===== src/rtl/memory_programmer_pkg.sv =====
// Shared types and constants for the front-panel memory programmer.
package memory_programmer_pkg;

  typedef enum logic [2:0] {
    IDLE,
    DEB_PRESS,
    WRITE,
    WAIT_RELEASE,
    DEB_RELEASE
  } prog_state_t;

  localparam int unsigned RAM_ADDR_WIDTH = 4;

endpackage


===== src/rtl/two_flop_synchronizer.sv =====
// Single-bit two-flop synchroniser for asynchronous panel inputs; resets to 0.
module two_flop_synchronizer (
  input  logic clk,
  input  logic rst_n,
  input  logic d_i,
  output logic q_o
);

  logic meta_q;
  logic sync_q;

  always_ff @(posedge clk or negedge rst_n) begin
    if (!rst_n) begin
      meta_q <= 1'b0;
      sync_q <= 1'b0;
    end else begin
      meta_q <= d_i;
      sync_q <= meta_q;
    end
  end

  assign q_o = sync_q;

endmodule


===== src/rtl/memory_programmer.sv =====
// Front-panel program loader: debounced write strobe, manual address pointer
// with optional auto-increment, and RAM address mux between panel and MAR.
module memory_programmer
  import memory_programmer_pkg::*;
#(
  parameter int unsigned DEBOUNCE_CYCLES = 250000,
  parameter int unsigned ADDR_WIDTH      = RAM_ADDR_WIDTH
) (
  input  logic                  clk,
  input  logic                  rst_n,
  input  logic                  manual_mode_sw,
  input  logic                  write_button,
  input  logic                  auto_increment_sw,
  input  logic [ADDR_WIDTH-1:0] address_switches,
  input  logic [ADDR_WIDTH-1:0] mar_address,
  output logic [ADDR_WIDTH-1:0] ram_address,
  output logic                  manual_read,
  output logic                  manual_mode,
  output logic [ADDR_WIDTH-1:0] manual_pointer
);

  localparam int unsigned CntW = $clog2(DEBOUNCE_CYCLES) + 1;
  localparam logic [CntW-1:0] CntMax = CntW'(DEBOUNCE_CYCLES - 1);

  logic mode_s;
  logic btn_s;
  logic inc_s;

  prog_state_t           state_q;
  logic [CntW-1:0]       cnt_q;
  logic [ADDR_WIDTH-1:0] ptr_q;

  two_flop_synchronizer u_sync_mode (
    .clk  (clk),
    .rst_n(rst_n),
    .d_i  (manual_mode_sw),
    .q_o  (mode_s)
  );

  two_flop_synchronizer u_sync_btn (
    .clk  (clk),
    .rst_n(rst_n),
    .d_i  (write_button),
    .q_o  (btn_s)
  );

  two_flop_synchronizer u_sync_inc (
    .clk  (clk),
    .rst_n(rst_n),
    .d_i  (auto_increment_sw),
    .q_o  (inc_s)
  );

  always_ff @(posedge clk or negedge rst_n) begin
    if (!rst_n) begin
      state_q <= IDLE;
      cnt_q   <= '0;
      ptr_q   <= '0;
    end else if (!mode_s) begin
      // Leaving manual mode abandons any press in flight; pointer is kept.
      state_q <= IDLE;
      cnt_q   <= '0;
    end else begin
      case (state_q)
        IDLE: begin
          if (!inc_s) ptr_q <= address_switches;
          if (btn_s) begin
            state_q <= DEB_PRESS;
            cnt_q   <= '0;
          end
        end
        DEB_PRESS: begin
          if (!btn_s)               state_q <= IDLE;
          else if (cnt_q == CntMax) state_q <= WRITE;
          else                      cnt_q   <= cnt_q + CntW'(1);
        end
        WRITE: begin
          // RAM captures the old pointer on this same edge.
          state_q <= WAIT_RELEASE;
          if (inc_s) ptr_q <= ptr_q + ADDR_WIDTH'(1);
        end
        WAIT_RELEASE: begin
          if (!btn_s) begin
            state_q <= DEB_RELEASE;
            cnt_q   <= '0;
          end
        end
        DEB_RELEASE: begin
          if (btn_s)                state_q <= WAIT_RELEASE;
          else if (cnt_q == CntMax) state_q <= IDLE;
          else                      cnt_q   <= cnt_q + CntW'(1);
        end
        default: begin
          state_q <= IDLE;
          cnt_q   <= '0;
        end
      endcase
    end
  end

  assign manual_mode    = mode_s;
  assign manual_read    = (state_q == WRITE) && mode_s;
  assign manual_pointer = ptr_q;
  assign ram_address    = mode_s ? ptr_q : mar_address;

endmodule


===== config.mk =====
export PLATFORM = sky130hd
export DESIGN_NAME = memory_programmer
export DESIGN_NICKNAME = d
export VERILOG_FILES = /design/src/rtl/memory_programmer_pkg.sv /design/src/rtl/two_flop_synchronizer.sv /design/src/rtl/memory_programmer.sv
export SDC_FILE = /design/constraint.sdc
export NUM_CORES = 1
export LEC_CHECK = 0
export CELL_PAD_IN_SITES_DETAIL_PLACEMENT = 1
export CELL_PAD_IN_SITES_GLOBAL_PLACEMENT = 2
export CORE_UTILIZATION = 30
export CTS_BUF_LIST = sky130_fd_sc_hd__clkbuf_4 sky130_fd_sc_hd__clkbuf_8 sky130_fd_sc_hd__clkbuf_16
export CTS_CLUSTER_SIZE = 25
export DETAILED_ROUTE_END_ITERATION = 12
export PLACE_DENSITY = 0.82
export SLEW_MARGIN = 10
export SYNTH_ARGS = -nofsm -noshare
export SYNTH_HDL_FRONTEND = slang
export SYNTH_HIERARCHICAL = 1
export SYNTH_SLANG_ARGS = --single-unit

===== constraint.sdc =====
create_clock -name clk -period 2.9 [get_ports clk]
set_clock_uncertainty 0.2 [all_clocks]
set_input_delay 0.725 -clock clk [delete_from_list [all_inputs] [get_ports clk]]
set_output_delay 0.725 -clock clk [all_outputs]
set_load 0.1 [all_outputs]

* Word-level counts from Yosys, hierarchy flattened *
Index checks and enable logic that the tools add are counted.

word-level totals
  input port bits = 13
  bits in registers = 32
  output and inout port bits = 10
  logic and storage cells = 50

operators by class
  mux-type cells = 19
  eq/ne operators = 14
  reductions and logical operators = 6
  $add $sub $neg = 2

operators with widths
  kind                                                                      number
  19-bit 2-to-1 mux                                                         6
  19-bit one-hot mux with 5 select lines                                    1
  3-bit 2-to-1 mux                                                          7
  19-bit by 1-bit adder with 19-bit output (second input constant)          1
  19-bit by 18-bit equality test with 1-bit output (second input constant)  1
  3-bit one-hot mux with 5 select lines                                     1
  4-bit 2-to-1 mux                                                          3
  4-bit one-hot mux with 2 select lines                                     1
  4-bit AND reduction                                                       2
  3-bit by 2-bit equality test with 1-bit output (second input constant)    2
  3-bit by 2-bit inequality test with 1-bit output (second input constant)  2
  3-bit inequality test (second input constant)                             2
  5-bit AND reduction                                                       1
  4-bit by 1-bit adder with 4-bit output (second input constant)            1
  2-bit inequality test (second input constant)                             2
  4-bit by 3-bit inequality test with 1-bit output (second input constant)  1
  4-bit inequality test (second input constant)                             1
  3-bit by 1-bit equality test with 1-bit output (second input constant)    1
  3-bit equality test (second input constant)                               1
  3-bit logical NOT                                                         1
  2-bit by 1-bit inequality test with 1-bit output (second input constant)  1
  2-bit nonzero test                                                        1
  1-bit logical AND                                                         1

* Depth between registers and ports, before layout *
  word-level depth = 5
  depth in mapped cells = 8
  depth with buffers taken out = 6

* Modules after synthesis *
Netlist, hierarchy kept.

by module, submodules not included
  module                 cells each  area each (um^2)  instances  seq. area each (um^2)
  memory_programmer      188         1664.1            1          650.6
  two_flop_synchronizer  2           50.0              3          50.0

* Least setup slack after synthesis *
OpenSTA, ideal clock, no wires.

  path kind = register -> output
  from = register u_sync_mode.sync_q (netlist: u_sync_mode/q_o)
  to = output port manual_read
  buffers on the path = 1
  data required time = 1975 ps
  path slack = -73 ps
  arrival time = 2048 ps
  stages on the path, launching flop included = 3
  cell sequence = dfrtp_1 > clkbuf_1 > and2_1

between the ends
  longest elaborated chain between the ends = 1

ends and longest elaborated chain
  item                      line                         source
  start: declaration        two_flop_synchronizer.sv:10  logic sync_q;
  start signal: assignment  two_flop_synchronizer.sv:18  sync_q <= meta_q;
  1-bit logical AND         memory_programmer.sv:102     assign manual_read = (state_q == WRITE) && mode_s;
  end: declaration          memory_programmer.sv:17      output logic manual_read,

No other way between the ends.

* Worst setup path in the final report *
  from = register state_q[1]
  to = output port manual_read

between the ends
  longest elaborated chain between the ends = 2

ends and longest elaborated chain
  item                                            line                      source
  start: declaration                              memory_programmer.sv:29   prog_state_t state_q;
  start signal: assignment                        memory_programmer.sv:56   state_q <= IDLE;
  start signal: assignment                        memory_programmer.sv:61   state_q <= IDLE;
  start signal: assignment                        memory_programmer.sv:68   state_q <= DEB_PRESS;
  3-bit by 2-bit equality test with 1-bit output  memory_programmer.sv:102
  1-bit logical AND                               memory_programmer.sv:102

No other way between the ends.

==> key figures <==
Clock network
  • CTS max path bufs: 2
  • Register clock-pin slew on the reported worst setup and hold paths: 70 ps
  • CTS root buf: clkbuf_8
  • Setup bufs post-CTS: 0
  • Inserted Clock Buffers: 5
  • CTS Hold Buffers Added: 0
  • CTS tree: done
  • Num Clock Sinks: 32
  • H-tree depth: 2
  • Post-CTS sizing: 0
  • Clk_lat worst skew: 300 ps

Timing
  • Max_slew headroom: 0.712
  • RSZ-0062 raised after global routing: false
  • Setup violations, final: 0
  • Final period util: 0.887
  • Tmin final: around 2600 ps
  • Worst Tran Pin Value: 432 ps
  • Fin. Hold Viols: 0
  • Fmax: ~0.39 GHz
  • Pins over their slew limit: 0
  • Final setup margin: ~330 ps
  • Setup TNS: 0 ps

Synth
  • Seq/Total Area, Yosys: 0.441
  • Synth Area in Compound Gates: 0.217
  • Cell taking the most area after synthesis: dfrtp_1
  • Syn Inst Count: between 150 and 200
  • Area of the mapped netlist: roughly 1800 µm²
  • Top cells by area, synth: dfrtp_1, o21ai_0, nand2_1
  • Synth unique cells: 48
  • Synth async-reset ratio: 1.00
  • Post-Synth Simple-Gate Area: 0.249
  • EDFF count, synth: 0
  • Yosys warns: 6
  • XOR/XNOR Fraction of Synth Area: 0.0145
  • Post-synth top area share: 0.441
  • Synthesis-stage register bit count: 32
  • Largest family of logic cells by synthesized area: simple AND/OR/NAND/NOR gates
  • Syn Nets: 209
  • Post-Syn Area per Cell: about 9.4 µm²
  • Adder-Cell Fraction of Synth Area: 0.0138
  • Synth Flop Type: dfrtp_1
  • Mux contribution to synthesized area: 0.0303

Cells and area
  • Design area: approximately 2300 µm²
  • Area delta synth->final: 25.9%
  • Final Non-Filler Cells: about 300
  • Diodes inserted: 0
  • Layout Nets: 236
  • Share of layout cells above drive strength 1: 0.171

Placed design
  • Dpl ws: between 300 and 400 ps
  • Placed Cells: 286
  • Area of placed instances: approximately 2200 µm²
  • I/O Buffers: 22
  • DP HPWL: 3230 µm
  • Placer Congestion: slightly above 0.7

Die
  • Initial Utilization: 0.320
  • Die Area: between 6000 and 7000 µm²
  • Std-Cell Core Area: approximately 5700 µm²
  • Die height: roughly 80 µm
  • DIE WIDTH: ~80 µm
  • I/O pin total: 23
  • Row cnt: 27

GRT
  • Vias in the first global route: about 1600
  • Total gr overflow: 0
  • GR Util All Layers: 0.165
  • First-pass GRT wire length: a little under 8000 µm
  • Largest net degree at the start of global routing: 33
  • Initial antenna violation count: 0

Outcome
  • Outcome: finished, final reports clean

Setup path
  • Critical path origin: state_q[1]$_DFFE_PN0P_
  • Bufs and invs on worst path: 2
  • Critical path cell sequence: nand2b_1, nor2_1, buf_4, and2_2, buf_12
  • RR Startpoint: cnt_q[0]$_DFFE_PN0P_
  • Setup crit start kind: flip-flop
  • CP Capture Type: output pin
  • Crit Path Category: reg -> out
  • Slowest cell on crit path: dfrtp_1
  • CP arrival: approximately 1700 ps
  • CP peak stage delay: between 500 and 600 ps
  • CP required: roughly 2000 ps
  • Crit path max fanout: 10
  • CP top delay family: flip-flops

Power
  • P_leak: 1.02 nW
  • Peak supply drop: between 0.0002 and 0.00025 V
  • Total power: 1.23 mW
  • Pwr/cell area: roughly 540 nW/µm²

Min path
  • Min-delay worst type: reg -> reg
  • HP Start: u_sync_inc/meta_q$_DFF_PN0_

Routing
  • Initial DRT Pass Iterations: 4
  • DRT Wirelength: 4570 µm
  • 1st-iter DRT viols: 77
  • Avg WL per Cell: between 15 and 20 µm
  • Vias per cell: 5.43
  • Drt drc: 0
  • Via count: between 1500 and 2000
  • Antenna-violating nets left: 0

Job
  • Max_cap viols: 0
==> where the power goes <==
group | internal, mW | switching [mW] | total [mW]
clock network | 0.254 | 0.185 | 0.439
logic | 0.0943 | 0.211 | 0.306
registers | 0.463 | 0.0250 | 0.489
==> final timing paths <==
path / cells after the start / slack [ps] / to
worst max-delay path: 5 / 330 / manual_read
worst min-delay path: 0 / 160 / u_sync_inc/q_o$_DFF_PN0_
worst max register to register: 6 / 450 / cnt_q[18]$_DFFE_PN0P_
worst min register to register: 0 / 160 / u_sync_inc/q_o$_DFF_PN0_
max in group asynchronous: 2 / 1560 / manual_pointer[2]$_DFFE_PN0P_
min in group asynchronous: 2 / 630 / cnt_q[11]$_DFFE_PN0P_
==> synth_stat cells, drive strengths merged, types with 2 or more instances <==
| cell type | number |
|---|---|
| a21o | 7 |
| o21ai | 13 |
| o211ai | 2 |
| or2 | 2 |
| o41ai | 3 |
| a21oi | 8 |
| and3 | 8 |
| nand2b | 3 |
| nor2 | 13 |
| o31ai | 5 |
| inv | 3 |
| nand4 | 2 |
| nand2 | 15 |
| mux2 | 4 |
| buf | 7 |
| nor4b | 2 |
| xor2 | 2 |
| ha | 2 |
| clkbuf | 3 |
| and2 | 3 |
| a31oi | 7 |
| a31o | 2 |
| nor2b | 6 |
| a211o | 4 |
| nor3b | 3 |
| nor3 | 6 |
| nand3 | 11 |
| dfrtp | 32 |
| o22a | 2 |
| or3 | 2 |
==> metal layers <==
metal | vias up | GRT usage | share of wire
met1 | 794 | 0.240 | 0.51
met5 | - | 0 | 0
met3 | 7 | 0.0274 | 0.022
li1 | 772 | - | -
met2 | 23 | 0.232 | 0.44
met4 | 0 | 0.0857 | 0.023
==> logic make-up (layout without fill, tap and decap cells) <==
| logic type | after synthesis | after routing |
|---|---|---|
| compound gates | 58 | 58 |
| xor+xnor | 3 | 3 |
| fa+ha+maj | 2 | 2 |
| buf+inv | 13 | 41 |
| flops | 32 | 32 |
| mux | 5 | 5 |
| simple gates | 81 | 81 |
==> cell usage in the layout, fill, tap and decap left out, types with 3 or more instances in the layout <==
master	count
a211o_1	3
a21o_1	7
a21oi_1	8
a31oi_1	7
and3_1	7
buf_12	5
buf_4	13
clkbuf_8	5
clkdlybuf4s50_1	12
dfrtp_1	32
inv_1	3
mux2_2	4
nand2_1	15
nand2b_1	3
nand3_1	9
nor2_1	13
nor2b_1	6
nor3_1	6
nor3b_1	3
o21ai_0	13
o31ai_1	5
o41ai_1	3
==> sequential cells by signal (all words and copies together) (netlist names) <==
register / cells
u_sync_mode/q_o: 1
state_q: 3
u_sync_inc/q_o: 1
u_sync_btn/q_o: 1
cnt_q: 19
u_sync_inc/meta_q: 1
u_sync_btn/meta_q: 1
manual_pointer: 4
u_sync_mode/meta_q: 1
==> layout make-up <==
class	instances	area, µm²
clock buffers	5	68.8
clock inverters	3	42.5
fillers	660	3390
inverters	3	11.3
multi-input cells	149	952
flip-flops and latches	32	801
well taps	72	90.1
repair buffers	30	318
==> per-stage QoR <==
step | hold WS (ps) | util
2_1_floorplan | 131 | -
4_1_cts | 157 | 0.402
3_3_place_gp | 132 | 0.383
3_5_place_dp | 140 | 0.383
5_1_grt | 168 | 0.402
6_report | 156 | 0.402
Note: power is estimated with default switching activity, not from simulation.
